### src/rtl/tiny_soc_bram_arbiter.sv
// ----------------------------------------------------------------------------
// tiny_soc_bram_arbiter
//
// Two-requester arbiter in front of a single-port BRAM with one-cycle read
// latency. Round-robin arbitration driven by a 1-bit last-grant register, with
// an optional per-requester lock that keeps the BRAM dedicated to one
// requester across consecutive accesses.
//
// Optional feature macro: TINY_SOC_BRAM_ARB_STATS_EN
//   When defined, adds free-running 32-bit grant and stall counters.
//
// Parameters
//   ADR_WIDTH : byte-address width of all address ports
//   DAT_WIDTH : data width (byte-enable width = DAT_WIDTH/8)
//
// Ports
//   clock, reset           : single rising-edge clock, synchronous active-high reset
//   mN_req/lock/adr/dat_w/sel/we : requester N (N=0,1) access request
//   mN_gnt                 : access accepted this cycle (combinational)
//   mN_dat_r, mN_rvalid    : read data, valid one cycle after the read grant
//   bram_adr/dat_w/sel/we  : BRAM access port, driven by the granted requester
//   bram_dat_r             : BRAM read data (one cycle after address)
//   m0_gnt_cnt, m1_gnt_cnt, stall_cnt : statistics (macro-enabled only)
// ----------------------------------------------------------------------------
module tiny_soc_bram_arbiter #(
    parameter int ADR_WIDTH = 32,
    parameter int DAT_WIDTH = 32
) (
    input  logic                   clock,
    input  logic                   reset,

    input  logic                   m0_req,
    input  logic                   m0_lock,
    input  logic [ADR_WIDTH-1:0]   m0_adr,
    input  logic [DAT_WIDTH-1:0]   m0_dat_w,
    input  logic [DAT_WIDTH/8-1:0] m0_sel,
    input  logic                   m0_we,
    output logic                   m0_gnt,
    output logic [DAT_WIDTH-1:0]   m0_dat_r,
    output logic                   m0_rvalid,

    input  logic                   m1_req,
    input  logic                   m1_lock,
    input  logic [ADR_WIDTH-1:0]   m1_adr,
    input  logic [DAT_WIDTH-1:0]   m1_dat_w,
    input  logic [DAT_WIDTH/8-1:0] m1_sel,
    input  logic                   m1_we,
    output logic                   m1_gnt,
    output logic [DAT_WIDTH-1:0]   m1_dat_r,
    output logic                   m1_rvalid,

    output logic [ADR_WIDTH-1:0]   bram_adr,
    output logic [DAT_WIDTH-1:0]   bram_dat_w,
    output logic [DAT_WIDTH/8-1:0] bram_sel,
    output logic                   bram_we,
    input  logic [DAT_WIDTH-1:0]   bram_dat_r
`ifdef TINY_SOC_BRAM_ARB_STATS_EN
    ,
    output logic [31:0]            m0_gnt_cnt,
    output logic [31:0]            m1_gnt_cnt,
    output logic [31:0]            stall_cnt
`endif
);

    typedef enum logic [1:0] {
        ST_OPEN  = 2'd0,
        ST_LOCK0 = 2'd1,
        ST_LOCK1 = 2'd2
    } state_t;

    state_t               state_r;
    state_t               state_next_s;
    logic                 last_gnt_r;     // 1 = requester 1 was granted last
    logic                 gnt0_s;
    logic                 gnt1_s;
    logic [1:0]           rd_pend_r;      // read accepted last cycle, per requester
    logic [DAT_WIDTH-1:0] held0_r;
    logic [DAT_WIDTH-1:0] held1_r;

    // State register: lock ownership, released by reset.
    always_ff @(posedge clock) begin
        if (reset) begin
            state_r <= ST_OPEN;
        end else begin
            state_r <= state_next_s;
        end
    end

    // Next-state logic: enter a lock on a locked grant, leave it on an
    // unlocked grant or when the owner drops req (lock abandoned).
    always_comb begin
        state_next_s = state_r;
        case (state_r)
            ST_OPEN: begin
                if (gnt0_s && m0_lock) begin
                    state_next_s = ST_LOCK0;
                end else if (gnt1_s && m1_lock) begin
                    state_next_s = ST_LOCK1;
                end else begin
                    state_next_s = ST_OPEN;
                end
            end
            ST_LOCK0: begin
                if (!m0_req || !m0_lock) begin
                    state_next_s = ST_OPEN;
                end else begin
                    state_next_s = ST_LOCK0;
                end
            end
            ST_LOCK1: begin
                if (!m1_req || !m1_lock) begin
                    state_next_s = ST_OPEN;
                end else begin
                    state_next_s = ST_LOCK1;
                end
            end
            default: begin
                state_next_s = ST_OPEN;
            end
        endcase
    end

    // Grant logic: the lock owner alone may be granted; otherwise a tie goes
    // to the requester that was not granted last.
    always_comb begin
        gnt0_s = 1'b0;
        gnt1_s = 1'b0;
        if (reset) begin
            gnt0_s = 1'b0;
            gnt1_s = 1'b0;
        end else begin
            case (state_r)
                ST_OPEN: begin
                    if (m0_req && m1_req) begin
                        gnt0_s = last_gnt_r;
                        gnt1_s = ~last_gnt_r;
                    end else begin
                        gnt0_s = m0_req;
                        gnt1_s = m1_req;
                    end
                end
                ST_LOCK0: begin
                    gnt0_s = m0_req;
                end
                ST_LOCK1: begin
                    gnt1_s = m1_req;
                end
                default: begin
                    gnt0_s = 1'b0;
                    gnt1_s = 1'b0;
                end
            endcase
        end
    end

    // Last-grant register: updated on every grant, locked or not.
    always_ff @(posedge clock) begin
        if (reset) begin
            last_gnt_r <= 1'b1;
        end else if (gnt0_s) begin
            last_gnt_r <= 1'b0;
        end else if (gnt1_s) begin
            last_gnt_r <= 1'b1;
        end else begin
            last_gnt_r <= last_gnt_r;
        end
    end

    // Read tracking: a read granted now returns data on the next cycle.
    always_ff @(posedge clock) begin
        if (reset) begin
            rd_pend_r <= 2'b00;
        end else begin
            rd_pend_r <= {gnt1_s & ~m1_we, gnt0_s & ~m0_we};
        end
    end

    // Read-data hold: keep the last returned word while rvalid is low.
    always_ff @(posedge clock) begin
        if (reset) begin
            held0_r <= '0;
            held1_r <= '0;
        end else begin
            if (rd_pend_r[0]) begin
                held0_r <= bram_dat_r;
            end else begin
                held0_r <= held0_r;
            end
            if (rd_pend_r[1]) begin
                held1_r <= bram_dat_r;
            end else begin
                held1_r <= held1_r;
            end
        end
    end

    // BRAM port mux: driven by the granted requester, all-zero when idle.
    always_comb begin
        bram_adr   = '0;
        bram_dat_w = '0;
        bram_sel   = '0;
        bram_we    = 1'b0;
        if (gnt0_s) begin
            bram_adr   = m0_adr;
            bram_dat_w = m0_dat_w;
            bram_sel   = m0_sel;
            bram_we    = m0_we;
        end else if (gnt1_s) begin
            bram_adr   = m1_adr;
            bram_dat_w = m1_dat_w;
            bram_sel   = m1_sel;
            bram_we    = m1_we;
        end else begin
            bram_adr   = '0;
            bram_dat_w = '0;
            bram_sel   = '0;
            bram_we    = 1'b0;
        end
    end

    assign m0_gnt = gnt0_s;
    assign m1_gnt = gnt1_s;

    // Reset gating hides a read that was accepted just before reset asserted.
    assign m0_rvalid = rd_pend_r[0] & ~reset;
    assign m1_rvalid = rd_pend_r[1] & ~reset;
    assign m0_dat_r  = reset ? '0 : (rd_pend_r[0] ? bram_dat_r : held0_r);
    assign m1_dat_r  = reset ? '0 : (rd_pend_r[1] ? bram_dat_r : held1_r);

`ifdef TINY_SOC_BRAM_ARB_STATS_EN
    logic stall_s;
    assign stall_s = (m0_req & ~gnt0_s) | (m1_req & ~gnt1_s);

    // Statistics counters: wrap naturally at 2^32.
    always_ff @(posedge clock) begin
        if (reset) begin
            m0_gnt_cnt <= 32'd0;
            m1_gnt_cnt <= 32'd0;
            stall_cnt  <= 32'd0;
        end else begin
            m0_gnt_cnt <= m0_gnt_cnt + {31'd0, gnt0_s};
            m1_gnt_cnt <= m1_gnt_cnt + {31'd0, gnt1_s};
            stall_cnt  <= stall_cnt + {31'd0, stall_s};
        end
    end
`endif

endmodule
### config.mk
export PLATFORM = sky130hd
export DESIGN_NAME = tiny_soc_bram_arbiter
export DESIGN_NICKNAME = d
export VERILOG_FILES = /design/src/rtl/tiny_soc_bram_arbiter.sv
export SDC_FILE = /design/constraint.sdc
export NUM_CORES = 1
export LEC_CHECK = 0
export ABC_CLOCK_PERIOD_IN_PS = 1400
export BUFFER_PORTS_ARGS = -buffer_cell sky130_fd_sc_hd__buf_2
export CORE_AREA = 2 2 122 124
export DETAILED_ROUTE_END_ITERATION = 6
export DIE_AREA = 0 0 124 126
export PLACE_DENSITY = 0.52
export SYNTH_ARGS = -nofsm -noshare
export SYNTH_HDL_FRONTEND = slang
export SYNTH_SLANG_ARGS = --single-unit
### constraint.sdc
create_clock -name clock -period 1.4 [get_ports clock]
set_input_delay 0.21 -clock clock [delete_from_list [all_inputs] [get_ports clock]]
set_output_delay 0.21 -clock clock [all_outputs]
set_load 0.01 [all_outputs]
==> flow_metrics.py <==
metrics = {
    "run_status": {
        "status": "finished, violations left",
        "failed_checks": "negative setup slack",
    },
    "final_layout": {
        "area_delta_synth_final_pct": 86.2,
        "drive_gt1_share_pct": 59.7,
        "final_cells": 844,
        "finalNetCount": 829,
    },
    "hold_path": {
        "hold_path.class": "in2reg",
    },
    "timing": {
        "holdWs_ps": 93.0,
        "clock.fmax_mhz": 525,
        "rsz0062_at_grt": "true",
        "fin_crit_sh_pct": 136,
        "maxSlewHeadroom_pct": 80.9,
        "worst_pin_slew_ps": 286,
        "maxSlewViolCount": 0,
        "hold_viol_final": 0,
        "setup_violations": 137,
        "setup_ws_ps": -506,
        "finalClockSkew_ps": 6.76,
        "fin_crit_ps": 1910,
    },
    "power": {
        "ir_worst_vdd_uv": 795,
        "p_per_area_nw_per_um2": 1020,
        "p_leak_nw": 3.05,
    },
    "setup_path": {
        "endpoint_kind": "output port",
        "cp-start-kind": "flip-flop",
        "cp_max_fo": 18,
        "arrival_ps": 1700,
        "rr_worst_depth": 6,
        "critPathRequiredTime_ps": 1190,
        "crit_chain": "and3b_4 -> nor3_4 -> buf_6 -> clkbuf_16 -> a22o_1 -> buf_2",
        "critPathCapture": "bram_adr[29]",
        "cp.depth": 6,
        "worstSetupStartpoint": "state_r[1]",
        "r2r_setup_slack_ps": 30,
        "critPathMaxStageDelay_ps": 320,
        "crit_slowest_cell": "dfxtp_2",
        "path_class": "reg2out",
        "path_delay_family": "buffers and inverters",
        "reg2reg_from": "state_r[1]",
        "r2r_end": "state_r[1]",
        "crit_buf_inv": 3,
    },
    "die": {
        "die_y_um": 126,
        "die_w_um": 124,
        "fp-row-count": 44,
        "io_pins": 313,
        "dieArea_sq_um": 15600,
        "core_sq_um": 14300,
        "start_util_pct": 22.6,
    },
    "drt": {
        "first_pass_iters": 4,
        "topRoutingLayerUsed": "met4",
        "routed_via_density": 4.54,
        "first_iter_violations": 239,
        "wirelength_mm": 15.7,
        "drcViolationCount": 0,
        "wire_per_inst_um": 18.6,
        "num_vias": 3834,
        "met2WireLength_mm": 7.86,
        "ant_nets": 0,
        "wl_met1_mm": 6.16,
        "met3_length_mm": 1.21,
    },
    "clocking": {
        "cts_buffers": 9,
        "cts_buffer_depth": 2,
        "htree_levels": 3,
        "cts.sinks": 69,
        "cts_root_buffer": "clkbuf_16",
        "clkLatencyLatePin_ps": 330,
        "hold_buffers": 0,
        "cts_tree": "done",
        "clkTransAtPathRegs_ps": 60,
    },
    "global_route": {
        "grt_use_total_pct": 17.7,
        "gr-total-overflow": 0,
        "antenna_found_initial": 2,
        "first_global_vias": 3633,
        "grt_max_degree": 63,
        "grt_pass1_wl_mm": 20.4,
    },
    "placed_design": {
        "dpl.hpwl_mm": 11.2,
        "place.gp.congestion": 0.886,
        "dp_cells": 791,
        "port_buffers": 312,
    },
    "job": {
        "drv_cap": 0,
    },
    "logic_synthesis": {
        "syn_area_sq_um": 3230,
        "synth_cell_type_count": 16,
        "ys_ff_latch": 69,
        "yosysSeqAreaShare_pct": 42.7,
        "syn_nets": 486,
        "syn_area_per_cell_sq_um": 10.4,
        "yosys_warnings": 0,
        "syn_inst": 310,
    },
}
[how the worst min path moves through the flow]
stage	depth (start not counted)	to	from	slack, ps
finish	2	state_r[1]	m1_lock	90
global route	2	state_r[0]	m0_lock	90
CTS	2	state_r[1]	m1_lock	80
detailed placement	2	state_r[1]	m1_lock	420
global placement	2	state_r[1]	m1_lock	420
floorplan	1	rd_pend_r[1]	m1_we	290
[placed cells by master (no fill, tap or decap), types with 2 or more instances in the layout]
master,instances
clkbuf_16,12
mux2i_2,2
nand2b_4,2
nor2b_4,2
nor3_4,2
dfxtp_2,3
buf_2,306
nor2_1,64
bufinv_16,4
buf_16,9
dfxtp_4,2
diode_2,2
buf_8,2
buf_6,12
mux2i_1,62
a22o_1,69
dfxtp_1,64
nor4_1,2
and2_1,2
buf_12,10
buf_4,20
[synth_stat cells]
library cell  count  share of area, %
clkbuf_1          6              0.70
and2_1            2              0.39
o21bai_1          1              0.23
nor3_4            2               1.0
a22o_1           69                19
buf_2            10               1.5
nor2b_1           3              0.58
and3b_4           1              0.39
nand2b_4          1              0.43
nor3b_4           1              0.58
nor2_1           64               7.4
dfxtp_1          69                43
nor4_1            2              0.39
mux2i_1          64                20
nand2b_1          1              0.19
buf_6            14               4.9
[metrics by stage]
stage | setup WS, ps | power (W) | instance area [sq um] | util, % | setup TNS (ps)
finish | -506 | 0.00612 | 6020 | 42.0 | -42920
global route | -565 | 0.00639 | 6020 | 42.0 | -53000
CTS | -480 | 0.00612 | 5760 | 40.3 | -44330
detailed placement | -157 | 0.00317 | 4970 | 34.7 | -8060
global placement | -113 | 0.00316 | 4970 | 34.7 | -5760
floorplan | -16.5 | 0.00263 | 3230 | - | -216
[what timing repair did]
item                       CTS  global route
gates resized for setup     21            19
pin swaps                    5            16
setup endpoints to repair  136           137
hold endpoints to repair     0             0
cloned                       9             5
setup buffers               12             9
[final cells by class]
class	instances	area [sq um]
multi-input combinational	211	1650
clock buffer	9	225
timing repair buffer	362	2370
sequential	69	1390
antenna	2	5.00
tap	184	230
clock inverter	7	145
fill	1424	8300
[cell families after synthesis]
| logic type | count (synthesis) | share of synthesized area, % |
|---|---|---|
| buffers and inverters | 30 | 7.12 |
| AO/OA/AOI/OAI | 70 | 18.9 |
| flip-flops | 69 | 42.7 |
| AND/OR/NAND/NOR | 77 | 11.4 |
| multiplexers | 64 | 19.8 |
[power by group]
part / switching (W) / internal (W)
Combinational: 0.000601 / 0.000686
Sequential: 0.0000236 / 0.00203
Clock: 0.000860 / 0.00193
Total: 0.00148 / 0.00464
[per-layer routing]
metal	track usage, %	vias to the layer above
li1	-	1822
met1	20.4	1805
met2	30.7	188
met3	4.62	19
met4	7.53	0
met5	0	-
[sequential cells by signal, summed over array words and instances, names as in the netlist]
register and count:
state_r 2, rd_pend_r 2, last_gnt_r 1, held0_r 32, held1_r 32
No activity file was read; power rests on OpenSTA's default activity.
